### src/rtl/hx8357_fill_sequencer.sv
// -----------------------------------------------------------------------------
// hx8357_fill_sequencer
//
// Brings an HX8357 panel out of reset (SLPOUT, COLMOD=RGB565, DISPON) and then
// fills rectangular windows on request, either with a constant RGB565 color or
// with pixels taken from a valid/ready stream. Words are handed to an external
// write controller one at a time; a word counts as sent only when the
// controller returns a one-cycle transmission_cmpl pulse.
//
// Parameters
//   PWR_DELAY          cycles waited after reset before SLPOUT (>= 1)
//   SLP_DELAY          cycles waited after SLPOUT completes (>= 1)
//
// Ports
//   clk                sole clock, rising edge
//   res                synchronous active-high reset
//   start              one-cycle fill request (honoured only in IDLE)
//   x0, x1, y0, y1     inclusive window bounds, sampled with start
//   src_sel            0 = constant color, 1 = pixel stream; sampled with start
//   color              constant pixel value, sampled with start
//   pix_data/valid     stream pixel input
//   pix_ready          stream pixel accepted when pix_valid && pix_ready
//   init_done          panel initialised; stays high until reset
//   busy               high in every state except IDLE
//   done               one-cycle pulse after the last pixel of a fill
//   err                one-cycle pulse after a rejected start
//   cmd, data          request lines to the write controller (never both high)
//   data_in            word presented to the write controller
//   transmission_cmpl  one-cycle pulse: current word latched by the controller
// -----------------------------------------------------------------------------
module hx8357_fill_sequencer #(
    parameter int unsigned PWR_DELAY = 600000,
    parameter int unsigned SLP_DELAY = 6000000
) (
    input  logic        clk,
    input  logic        res,
    input  logic        start,
    input  logic [8:0]  x0,
    input  logic [8:0]  x1,
    input  logic [8:0]  y0,
    input  logic [8:0]  y1,
    input  logic        src_sel,
    input  logic [15:0] color,
    input  logic [15:0] pix_data,
    input  logic        pix_valid,
    output logic        pix_ready,
    output logic        init_done,
    output logic        busy,
    output logic        done,
    output logic        err,
    output logic        cmd,
    output logic        data,
    output logic [15:0] data_in,
    input  logic        transmission_cmpl
);

    typedef enum logic [2:0] {
        S_WAIT_PWR,
        S_SLPOUT,
        S_WAIT_SLP,
        S_COLMOD,
        S_DISPON,
        S_IDLE,
        S_WIN,
        S_PIXELS
    } state_t;

    localparam logic [15:0] CMD_SLPOUT = 16'h0011;
    localparam logic [15:0] CMD_COLMOD = 16'h003A;
    localparam logic [15:0] PAR_COLMOD = 16'h0055;
    localparam logic [15:0] CMD_DISPON = 16'h0029;
    localparam logic [3:0]  WIN_LAST   = 4'd10;

    state_t       state_q, state_d;
    logic [31:0]  dly_q;
    logic [3:0]   idx_q;
    logic [8:0]   x0_q, x1_q, y0_q, y1_q;
    logic         src_sel_q;
    logic [15:0]  color_q;
    logic [17:0]  rem_q;       // pixels still to be sent
    logic [17:0]  fetch_q;     // stream pixels still to be accepted
    logic [1:0]   ent_q;       // prefetch buffer occupancy
    logic [15:0]  pbuf_q [2];  // [0] is the head
    logic         init_done_q, done_q, err_q;

    logic         tc;
    logic         win_ok, start_ok, start_bad;
    logic         dly_hit;
    logic         pix_avail, pix_pulse, last_pix, accept;
    logic [8:0]   xw, yw;
    logic [17:0]  npix;
    logic [16:0]  ww;

    assign tc = transmission_cmpl;

    // Window setup word i as {is_cmd, word}; parameters are zero-extended.
    function automatic logic [16:0] win_word(input logic [3:0] i,
                                             input logic [8:0] a0, input logic [8:0] a1,
                                             input logic [8:0] b0, input logic [8:0] b1);
        case (i)
            4'd0:    return {1'b1, 16'h002A};
            4'd1:    return {1'b0, 15'd0, a0[8]};
            4'd2:    return {1'b0, 8'd0, a0[7:0]};
            4'd3:    return {1'b0, 15'd0, a1[8]};
            4'd4:    return {1'b0, 8'd0, a1[7:0]};
            4'd5:    return {1'b1, 16'h002B};
            4'd6:    return {1'b0, 15'd0, b0[8]};
            4'd7:    return {1'b0, 8'd0, b0[7:0]};
            4'd8:    return {1'b0, 15'd0, b1[8]};
            4'd9:    return {1'b0, 8'd0, b1[7:0]};
            default: return {1'b1, 16'h002C};
        endcase
    endfunction

    // ---------------------------------------------------------------- requests
    assign win_ok    = (x1 >= x0) && (y1 >= y0) && (x1 <= 9'd319) && (y1 <= 9'd479);
    assign start_ok  = (state_q == S_IDLE) && init_done_q && start && win_ok;
    assign start_bad = (state_q == S_IDLE) && init_done_q && start && !win_ok;

    // Widths fit in 9 bits once the window is known valid (max 320 / 480).
    assign xw   = x1 - x0 + 9'd1;
    assign yw   = y1 - y0 + 9'd1;
    assign npix = {9'd0, xw} * {9'd0, yw};

    assign dly_hit = ((state_q == S_WAIT_PWR) && (dly_q == PWR_DELAY - 1)) ||
                     ((state_q == S_WAIT_SLP) && (dly_q == SLP_DELAY - 1));

    // A pulse only consumes a pixel if one was actually being presented.
    assign pix_avail = src_sel_q ? (ent_q != 2'd0) : 1'b1;
    assign pix_pulse = (state_q == S_PIXELS) && tc && pix_avail;
    assign last_pix  = pix_pulse && (rem_q == 18'd1);
    assign pix_ready = (state_q == S_PIXELS) && src_sel_q && (ent_q < 2'd2) && (fetch_q != 18'd0);
    assign accept    = pix_valid && pix_ready;

    // ---------------------------------------------------------- state register
    always_ff @(posedge clk) begin
        // NOTE: sequential state is assigned with <= so every register samples
        // the pre-edge values of its neighbours, independent of block order.
        if (res) state_q <= S_WAIT_PWR;
        else     state_q <= state_d;
    end

    // -------------------------------------------------------------- next state
    always_comb begin
        state_d = state_q;
        case (state_q)
            S_WAIT_PWR: if (dly_hit)                      state_d = S_SLPOUT;
            S_SLPOUT:   if (tc)                           state_d = S_WAIT_SLP;
            S_WAIT_SLP: if (dly_hit)                      state_d = S_COLMOD;
            S_COLMOD:   if (tc && idx_q == 4'd1)          state_d = S_DISPON;
            S_DISPON:   if (tc)                           state_d = S_IDLE;
            S_IDLE:     if (start_ok)                     state_d = S_WIN;
            S_WIN:      if (tc && idx_q == WIN_LAST)      state_d = S_PIXELS;
            S_PIXELS:   if (last_pix)                     state_d = S_IDLE;
            default:                                      state_d = S_WAIT_PWR;
        endcase
    end

    // ------------------------------------------------------------------ outputs
    // In a pulse cycle the lines already show the following word, so the
    // controller can latch back-to-back words without a bubble.
    always_comb begin
        // NOTE: every output gets a default before the case so that no path
        // through the block leaves a value held, which would infer a latch.
        cmd     = 1'b0;
        data    = 1'b0;
        data_in = 16'h0000;
        ww      = 17'd0;
        case (state_q)
            S_SLPOUT: begin
                if (!tc) begin
                    cmd     = 1'b1;
                    data_in = CMD_SLPOUT;
                end
            end
            S_COLMOD: begin
                if ((idx_q == 4'd0) != tc) begin
                    // word 0 without pulse, or word 1 with pulse: show command
                    cmd     = 1'b1;
                    data_in = (idx_q == 4'd0) ? CMD_COLMOD : CMD_DISPON;
                end else if (idx_q == 4'd0 || !tc) begin
                    data    = 1'b1;
                    data_in = PAR_COLMOD;
                end
            end
            S_DISPON: begin
                if (!tc) begin
                    cmd     = 1'b1;
                    data_in = CMD_DISPON;
                end
            end
            S_WIN: begin
                if (!tc || idx_q != WIN_LAST) begin
                    ww      = win_word(tc ? idx_q + 4'd1 : idx_q, x0_q, x1_q, y0_q, y1_q);
                    cmd     = ww[16];
                    data    = !ww[16];
                    data_in = ww[15:0];
                end else if (!src_sel_q) begin
                    // stream buffer only starts filling in PIXELS, so it is empty here
                    data    = 1'b1;
                    data_in = color_q;
                end
            end
            S_PIXELS: begin
                if (!src_sel_q) begin
                    if (!last_pix) begin
                        data    = 1'b1;
                        data_in = color_q;
                    end
                end else if (pix_pulse) begin
                    if (!last_pix && ent_q == 2'd2) begin
                        data    = 1'b1;
                        data_in = pbuf_q[1];
                    end
                end else if (ent_q != 2'd0) begin
                    data    = 1'b1;
                    data_in = pbuf_q[0];
                end
            end
            default: ;
        endcase
    end

    assign busy      = (state_q != S_IDLE);
    assign init_done = init_done_q;
    assign done      = done_q;
    assign err       = err_q;

    // ---------------------------------------------------------------- datapath
    always_ff @(posedge clk) begin
        if (res) begin
            dly_q       <= '0;
            idx_q       <= '0;
            x0_q        <= '0;
            x1_q        <= '0;
            y0_q        <= '0;
            y1_q        <= '0;
            src_sel_q   <= 1'b0;
            color_q     <= '0;
            rem_q       <= '0;
            fetch_q     <= '0;
            ent_q       <= '0;
            // NOTE: the two-entry prefetch store is small and must read as
            // empty/zero after an abort, so it is reset like any register.
            pbuf_q[0]   <= '0;
            pbuf_q[1]   <= '0;
            init_done_q <= 1'b0;
            done_q      <= 1'b0;
            err_q       <= 1'b0;
        end else begin
            done_q <= last_pix;
            err_q  <= start_bad;

            if ((state_q == S_WAIT_PWR || state_q == S_WAIT_SLP) && !dly_hit)
                dly_q <= dly_q + 32'd1;
            else
                dly_q <= '0;

            if (state_d != state_q)
                idx_q <= '0;
            else if (tc && (state_q == S_COLMOD || state_q == S_WIN))
                idx_q <= idx_q + 4'd1;

            if (state_q == S_DISPON && tc)
                init_done_q <= 1'b1;

            if (start_ok) begin
                x0_q      <= x0;
                x1_q      <= x1;
                y0_q      <= y0;
                y1_q      <= y1;
                src_sel_q <= src_sel;
                color_q   <= color;
                rem_q     <= npix;
                fetch_q   <= npix;
                ent_q     <= '0;
            end

            if (pix_pulse)
                rem_q <= rem_q - 18'd1;

            if (accept)
                fetch_q <= fetch_q - 18'd1;

            // Simultaneous accept and pulse can only happen with one entry
            // (ready is low when full, pulse needs data), so the new pixel
            // simply replaces the head and occupancy is unchanged.
            if (state_q == S_PIXELS && src_sel_q) begin
                case ({accept, pix_pulse})
                    2'b10: begin
                        pbuf_q[ent_q[0]] <= pix_data;
                        ent_q            <= ent_q + 2'd1;
                    end
                    2'b01: begin
                        pbuf_q[0] <= pbuf_q[1];
                        ent_q     <= ent_q - 2'd1;
                    end
                    2'b11:   pbuf_q[0] <= pix_data;
                    default: ;
                endcase
            end
        end
    end

endmodule

### config.mk
export PLATFORM = sky130hd
export DESIGN_NAME = hx8357_fill_sequencer
export DESIGN_NICKNAME = d
export VERILOG_FILES = /design/src/rtl/hx8357_fill_sequencer.sv
export SDC_FILE = /design/constraint.sdc
export NUM_CORES = 1
export LEC_CHECK = 0
export ABC_AREA = 1
export CORE_ASPECT_RATIO = 1.5
export CORE_UTILIZATION = 30
export DETAILED_ROUTE_END_ITERATION = 10
export HOLD_SLACK_MARGIN = 0.03
export SYNTH_ARGS = -nofsm -noshare
export SYNTH_HDL_FRONTEND = slang
export SYNTH_SLANG_ARGS = --single-unit
### constraint.sdc
create_clock -name clk -period 8.55 [get_ports clk]
set_input_delay 1.71 -clock clk [delete_from_list [all_inputs] [get_ports clk]]
set_output_delay 1.71 -clock clk [all_outputs]
set_load 0.005 [all_outputs]
# Word-level counts from Yosys, hierarchy flattened
# Memory sizes are Yosys's and may differ from the RTL's.
# Index checks and enable logic that the tools add are counted.
# word_totals
register_bits	133
mem_bits_rw	32
input_bits	74
out_inout_bits	23
wordCells	173
n_memories	1
# classes
n_addsub	10
mul	1
n_lt_le_gt_ge	5
eq_ne	29
n_mux	66
bitwise_logic	3
reduce_logical	43
# mem_list
name	words	word_bits	read_ports	rd_clocked_by_memory_dff	write_ports	line_no	text
pbuf_q	2	16	2	0	2	83	logic [15:0] pbuf_q [2];
# op_table
op	count
one-hot mux 17 bit (10 select lines)	1
2-to-1 mux 16 bit	10
one-hot mux 16 bit (5 select lines)	1
2-to-1 mux 18 bit	3
subtractor 18 x 1 -> 18 bit, second input constant	2
2-to-1 mux 17 bit	2
adder 32 x 1 -> 32 bit, second input constant	1
== test 32 x 20 -> 1 bit, second input constant	1
== test 32 x 23 -> 1 bit, second input constant	1
2-to-1 mux 1 bit	29
2-to-1 mux 3 bit	8
one-hot mux 3 bit (8 select lines)	1
logical AND 1 bit	22
adder 9 x 1 -> 9 bit, second input constant	2
== test 18 x 1 -> 1 bit, second input constant	1
>= comparator 9 bit	2
<= comparator 9 bit, second input constant	2
multiplier 9 x 9 -> 18 bit	1
nonzero test 18 bit	1
subtractor 9 bit	2
== test 4 x 3 -> 1 bit, second input constant	4
OR reduction 16 bit	1
2-to-1 mux 7 bit	2
== test 3 bit, second input constant	4
other kinds (29)	53

# Logic depth before layout (Yosys ltp)
# Gate-level depths: netlist of the first run.
# depth
word_depth	13
mapped_depth	35
mapped_depth_nobuf	35

# Worst setup path after synthesis of the first run
# No wires, ideal clock.
# synth_timing
kind	input-to-reg
start	input port y0[2]
end	register rem_q[15]
setup_time_ns	0.132
arrival_ns	6.914
required_ns	8.418
path_slack_ns	1.504
stages	31
n_path_buf	0
cell_sequence	inv_1 -> ha_1 -> inv_1 -> nor2_1 -> nor2_1 -> ha_1 -> or2_1 -> nand3_1 -> nand2_1 -> nand2_1 -> nand2_1 -> a21oi_1 -> xor2_2 -> inv_2 -> nand2_1 -> fa_1 -> fa_1 -> inv_1 -> fa_1 -> inv_1 -> fa_1 -> inv_1 -> ha_1 -> a21oi_1 -> nor2_1 -> o21ai_0 -> nand4_1 -> nand2_1 -> nand2_1 -> o211ai_1 -> a21oi_1
# synth_via
elab_chain_cells	6
elab_cells_between_ends	11
cone_classes	add/sub (2); mul (1); order compare (1); mux (2); reduce/logical (5)
# synth_rtl
item	line_no	text
from (decl)	40	input logic [8:0] y0,
branches (longest 6 deep; another with multiplier 9 x 9 -> 18 bit)	-	
to (signal assigned)	274	rem_q <= npix;
to (signal assigned)	280	rem_q <= rem_q - 18'd1;
to (decl)	80	logic [17:0] rem_q;
# Several ways; the timed one is not identified. The select of a mux whose other input is x is not followed.
# A chain may end at the register's enable or synchronous reset.

# Final worst setup path of the first run
# Same ends and word-level chain as after synthesis.

==> results of run 1 <==
## worst min-delay path: stages (launching register included)
cell	delay, ns
dfxtp_1	0.32
nand2_1	0.06
a21oi_1	0.05
## routing by layer
metal / GRT usage (%) / part of all wire [%] / wire length (µm)
met5: 0 / 0 / 0
met4: 9.86 / 4.8 / 1840
met3: 2.39 / 3.6 / 1370
met2: 32.2 / 51 / 19400
met1: 18.8 / 40 / 15400
## registers in the layout (all words and copies together), names as in the netlist
signal / flops
done: 1
init_done: 1
fetch_q: 18
src_sel_q: 1
pbuf_q: 32
state_q: 3
rem_q: 18
ent_q: 2
x1_q: 9
dly_q: 32
err: 1
y0_q: 9
x0_q: 9
y1_q: 9
color_q: 16
idx_q: 4
## worst min-delay path by stage
stage,cells after the start,end
2_1_floorplan,2,y0_q[1]$_SDFFE_PP0P_
3_3_place_gp,1,dly_q[0]$_SDFF_PP0_
3_5_place_dp,2,dly_q[31]$_SDFF_PP0_
4_1_cts,2,dly_q[31]$_SDFF_PP0_
5_1_grt,1,dly_q[0]$_SDFF_PP0_
6_report,2,dly_q[31]$_SDFF_PP0_
## cells in the mapped netlist (5+ instances only)
cell      instances  area share, %
a21oi_1         117            4.5
buf_2            14           0.53
buf_4            12           0.69
clkbuf_1         22           0.63
dfxtp_1         133             20
edfxtp_1         32            7.3
fa_1             57            8.7
ha_1             89            8.5
inv_1           283            8.1
inv_2            10           0.29
mux2_1           12            1.0
nand2_1         369             11
nand2_2           9           0.43
nand3_1          78            3.0
nand3_2           5           0.38
nand4_1          32            1.5
nor2_1          260            7.4
nor2_2            6           0.29
nor2_4            9           0.77
nor3_1           29            1.1
nor4_1            6           0.29
o211ai_1         12           0.69
o21ai_0         108            4.1
o21ai_1           6           0.23
o31ai_1          11           0.63
or2_2             8           0.38
xnor2_1          14           0.93
xor2_1           40            2.7
## report_power, final
part / internal [W] / leakage [nW] / total, W / switching, W
logic: 0.00129 / 5.14 / 0.00376 / 0.00247
registers: 0.000797 / 1.40 / 0.000801 / 0.00000327
clock network: 0.000386 / 0.273 / 0.000759 / 0.000373
## cell families after synthesis
logic type	after synthesis
buffers and inverters	350
AND/OR/NAND/NOR	831
XOR/XNOR	56
multiplexers	12
AO/OA/AOI/OAI	283
adder cells (fa/ha/maj)	146
flip-flops	165
## metrics by stage
stage / setup WS [ns] / area, µm² / util [%] / hold WS [ns]
floorplan: 1.50 / 13100 / - / 0.430
global placement: 0.547 / 14600 / 33.9 / 0.461
detailed placement: 0.417 / 14600 / 33.9 / 0.465
CTS: 0.912 / 15200 / 35.2 / 0.476
global route: 0.261 / 15200 / 35.2 / 0.489
finish: 0.875 / 15200 / 35.2 / 0.470
## cell type report
type | instances | area (µm²)
multi-input combinational | 1328 | 8100
clock inverter | 14 | 139
clock buffer | 18 | 429
sequential | 165 | 3620
timing repair buffer | 107 | 1040
inverter | 296 | 1110
fill | 4643 | 27900
tap | 570 | 713
==> reports/results.txt, run 1 <==
Period utilization - 89.8%
Xor and xnor area share after synthesis - 3.85%
Final Max Tran Viols - 0
Worst r2r dst - pbuf_q[1][14]$_SDFFCE_PN0P_
Crit start category - primary input
Crit path depth - 33
I/O pin total - 97
Critical path endpoint - rem_q[15]$_SDFFE_PP0P_
Commonest non-fill, non-tap cell in the layout - nand2_1
Clock-pin slew on the worst setup and hold paths - 0.08 ns
Post-Synth Adder-Cell Area - 17.2%
Worst R2R Path Depth - 14
Critical path type - primary input to flip-flop
Final nets - 2135
Hold_sp - dly_q[31]$_SDFF_PP0_
Initial antenna violation count - 0
Drt via density - 4.83
Max frequency - 130 MHz
# resized after CTS - 0
Sequential share of the synthesized area - 27.6%
Max H-tree Level - 4
Core area - 43100 µm²
Cells after synthesis - 1843
Inst Count DP - 2466
Starting Density - 30.5%
Mapped Avg Cell Area - 7.12 µm²
Area delta synth->final - 15.5%
# Post-CTS Setup Buffers - 0
Vias in the first global route - 12112
Seq cells post-synth - 165
First-pass GRT wire length - 61500 µm
Crit path top cell by count - nand2_1
Arrival @ worst endpoint - 8.06 ns
Total Power - 0.00532 W
Mux cell area share after synthesis - 1.03%
Buffers and inverters on the worst path - 7
Worst-Margin Slew - 0.800 ns
Cell area after synthesis - 13100 µm²
Largest family of logic cells by synthesized area - simple AND/OR/NAND/NOR gates
Overflow after GRT - 0
Max-slew headroom - 46.5%
Peak VDD IR - 388 µV
Post-Syn Nets - 2063
Total track usage - 17.4%
Top_reg_cell synth - dfxtp_1
Die Ht - 258 µm
Final WL - 38000 µm
Root Buffer - clkbuf_16
IO buf count - 96
Max-cap check violation count - 0
Worst skew pair latency - 0.46 ns
Worst EP required - 8.94 ns
FF-to-FF setup slack - 4.79 ns
Setup Total Neg Slack - 0 ns
DR vias - 12075
Share of layout cells above drive strength 1 - 5.96%
FF-to-FF Start - fetch_q[0]$_SDFFE_PP0P_
Final setup viols - 0
DRC viols - 0
Setup skew after layout - 0.0130 ns
Post-synthesis compound-gate area fraction - 12.1%
Largest net degree at the start of global routing - 65
HPWL Detailed - 29700 µm
Synth warn - 0
Die Width - 173 µm
Iter 0 DRT Violations - 668
Antenna diodes - 0
CTS sink cnt - 165
Placer Congestion - 0.926
TritonRoute pass-1 iters - 5
Crit-path leading delay family - adder cells
Worst hold-check path type - flip-flop to flip-flop
RSZ-0062 raised after global routing - false
Cts bufs inserted - 17
Number of flops mapped to enable cells by yosys - 32
Post-layout min period - 7.68 ns
CTS Hold Bufs - 0
Site Rows - 93
Die area - 44600 µm²
Final hold violation count - 0
Pleak - 6.82 nW
CP Max Fanout - 8
Final cell count without fillers - 2498
Synth Area in Simple Gates - 27.5%
Ys async rst share - 0%
Number of distinct library cells after synthesis - 59
Crit path largest cell delay - 0.55 ns
Most frequent cells in the layout - nand2_1, inv_1, nor2_1, dfxtp_1, a21oi_1
Status - finished, final reports clean
CTS tree - built
CTS Buffer Depth - 2
Slowest cell on crit path - fa_1
Power Dens Cells - 351 nW/µm²
Setup crit start - y0[2]
Wire per inst - 15.2 µm
Antenna-violating nets left - 0
Type of destination of the critical path - flip-flop
No activity file was read; power rests on OpenSTA's default activity.
==> inputs of run 2 (changes only) <==
--- a/config.mk
+++ b/config.mk
@@ -7,8 +7,9 @@
 export LEC_CHECK = 0
 export ABC_AREA = 1
-export CORE_ASPECT_RATIO = 1.5
+export CORE_ASPECT_RATIO = 0.75
 export CORE_UTILIZATION = 30
 export DETAILED_ROUTE_END_ITERATION = 10
 export HOLD_SLACK_MARGIN = 0.03
+export MAX_ROUTING_LAYER = met4
 export SYNTH_ARGS = -nofsm -noshare
 export SYNTH_HDL_FRONTEND = slang
==> constraint.sdc (replaced) <==
create_clock -name clk -period 8.55 [get_ports clk]
set_input_delay 0.855 -clock clk [delete_from_list [all_inputs] [get_ports clk]]
set_output_delay 0.855 -clock clk [all_outputs]
set_load 0.005 [all_outputs]
==> reports/results.txt, run 2 (synthesis results as in run 1) <==
Worst-Margin Slew - 1.10 ns
Commonest non-fill, non-tap cell in the layout - nand2_1
Largest net degree at the start of global routing - 86
Final Max Tran Viols - 0
Sw Pwr - 0.00279 W
Core area - 42600 µm²
Clock power share - 15.7%
Die Ht - 183 µm
Total track usage - 18.0%
Sequential power share - 15.0%
CTS sink cnt - 165
Final nets - 2131
Crit start category - primary input
DR vias - 12069
Slowest cell on crit path - fa_1
CTS Hold Bufs - 0
Overflow after GRT - 0
Root Buffer - clkbuf_16
First-pass GRT wire length - 61800 µm
Crit path top cell by count - nand2_1
I/O pin total - 97
Arrival @ worst endpoint - 7.23 ns
Max frequency - 144 MHz
Internal Power - 0.00254 W
Max H-tree Level - 4
Switching share of power - 52.4%
RSZ-0062 raised after global routing - false
Post-layout min period - 6.92 ns
Peak VDD IR - 458 µV
Drt via density - 4.84
Worst skew pair latency - 0.45 ns
DRC viols - 0
Setup skew after layout - 0.00925 ns
TritonRoute pass-1 iters - 5
# resized after CTS - 0
Iter 0 DRT Violations - 993
Initial antenna violation count - 1
Type of destination of the critical path - flip-flop
Die area - 44600 µm²
Antenna-violating nets left - 0
Final WL - 38300 µm
Final hold slack - 0.464 ns
Crit path largest cell delay - 0.54 ns
Final Util - 35.6%
Clock-pin slew on the worst setup and hold paths - 0.08 ns
Share of layout cells above drive strength 1 - 5.82%
Cts bufs inserted - 17
Wire per inst - 15.4 µm
Critical path type - primary input to flip-flop
Period utilization - 81.0%
Max-slew headroom - 26.0%
Vias in the first global route - 11564
Post-route setup slack - 1.63 ns
Starting Density - 30.8%
Worst hold-check path type - flip-flop to flip-flop
# Post-CTS Setup Buffers - 0
Setup Total Neg Slack - 0 ns
Final setup viols - 0
Site Rows - 65
Final cell count without fillers - 2494
Pleak - 6.82 nW
Area delta synth->final - 15.7%
Placer Congestion - 0.917
CTS Buffer Depth - 2
CP Max Fanout - 8
Inst Count DP - 2461
Power Dens Cells - 351 nW/µm²
Worst EP required - 8.86 ns
Die Width - 244 µm
Most frequent cells in the layout - nand2_1, inv_1, nor2_1, dfxtp_1, a21oi_1
Final hold violation count - 0
Logic pwr share - 69.3%
Max-cap check violation count - 0
Status - finished, final reports clean
HPWL Detailed - 29600 µm
Pre-CTS setup slack - 1.21 ns
IO buf count - 96
CTS tree - built
Biggest regs - dly_q: 32 flops, pbuf_q: 32 flops
## run 2: cell count changes in the layout (fill, tap and decap cells not counted), moves of 2 or more
cell and delta:
bufinv_16 +3, inv_6 -3, clkinv_4 +4, clkinv_8 -2, buf_4 -4
## run 2: cell type report
cell class	instances	area, µm²
clock inverter	15	198
timing repair buffer	103	1010
inverter	296	1110
sequential	165	3620
fill	4583	27400
tap	569	712
multi-input combinational	1328	8100
clock buffer	17	425
antenna	1	2.50
## run 2: final timing paths
kind / cells after the start / startpoint / end / slack [ns]
hold / removal: 1 / dly_q[0]$_SDFF_PP0_ / dly_q[0]$_SDFF_PP0_ / 0.46
hold reg to reg: 1 / dly_q[0]$_SDFF_PP0_ / dly_q[0]$_SDFF_PP0_ / 0.46
setup / recovery: 33 / y0[2] / rem_q[17]$_SDFFE_PP0P_ / 1.63
setup reg to reg: 14 / fetch_q[0]$_SDFFE_PP0P_ / pbuf_q[1][3]$_SDFFCE_PN0P_ / 4.70
## run 2: power groups by stage
stage	Clock [W]	Combinational, W	Sequential [W]
2_1_floorplan	0	0.00268	0.000817
3_3_place_gp	0	0.00362	0.000818
3_5_place_dp	0	0.00367	0.000818
4_1_cts	0.000853	0.00369	0.000801
5_1_grt	0.000882	0.00422	0.000801
6_report	0.000834	0.00370	0.000800
## run 2: per-stage QoR
stage / power [W] / area [µm²]
floorplan: 0.00349 / 13100
global placement: 0.00444 / 14600
detailed placement: 0.00448 / 14600
CTS: 0.00534 / 15200
global route: 0.00590 / 15200
finish: 0.00533 / 15200
## run 2: routing by layer
layer | part of all wire, % | vias up | wire length [µm] | track usage, %
met5 | 0 | - | 0 | -
met1 | 50 | 5700 | 19100 | 24.8
li1 | - | 6011 | - | -
met3 | 5.1 | 32 | 1940 | 2.62
met2 | 43 | 326 | 16600 | 27.2
met4 | 1.8 | 0 | 691 | 4.98
## run 2: worst max-delay path: cells and delay by family
kind | cells | cell delay (ns)
AO/OA/AOI/OAI | 4 | 0.66
XOR/XNOR | 1 | 0.48
adder cells (fa/ha/maj) | 7 | 2.90
buffers and inverters | 7 | 0.79
AND/OR/NAND/NOR | 14 | 1.53
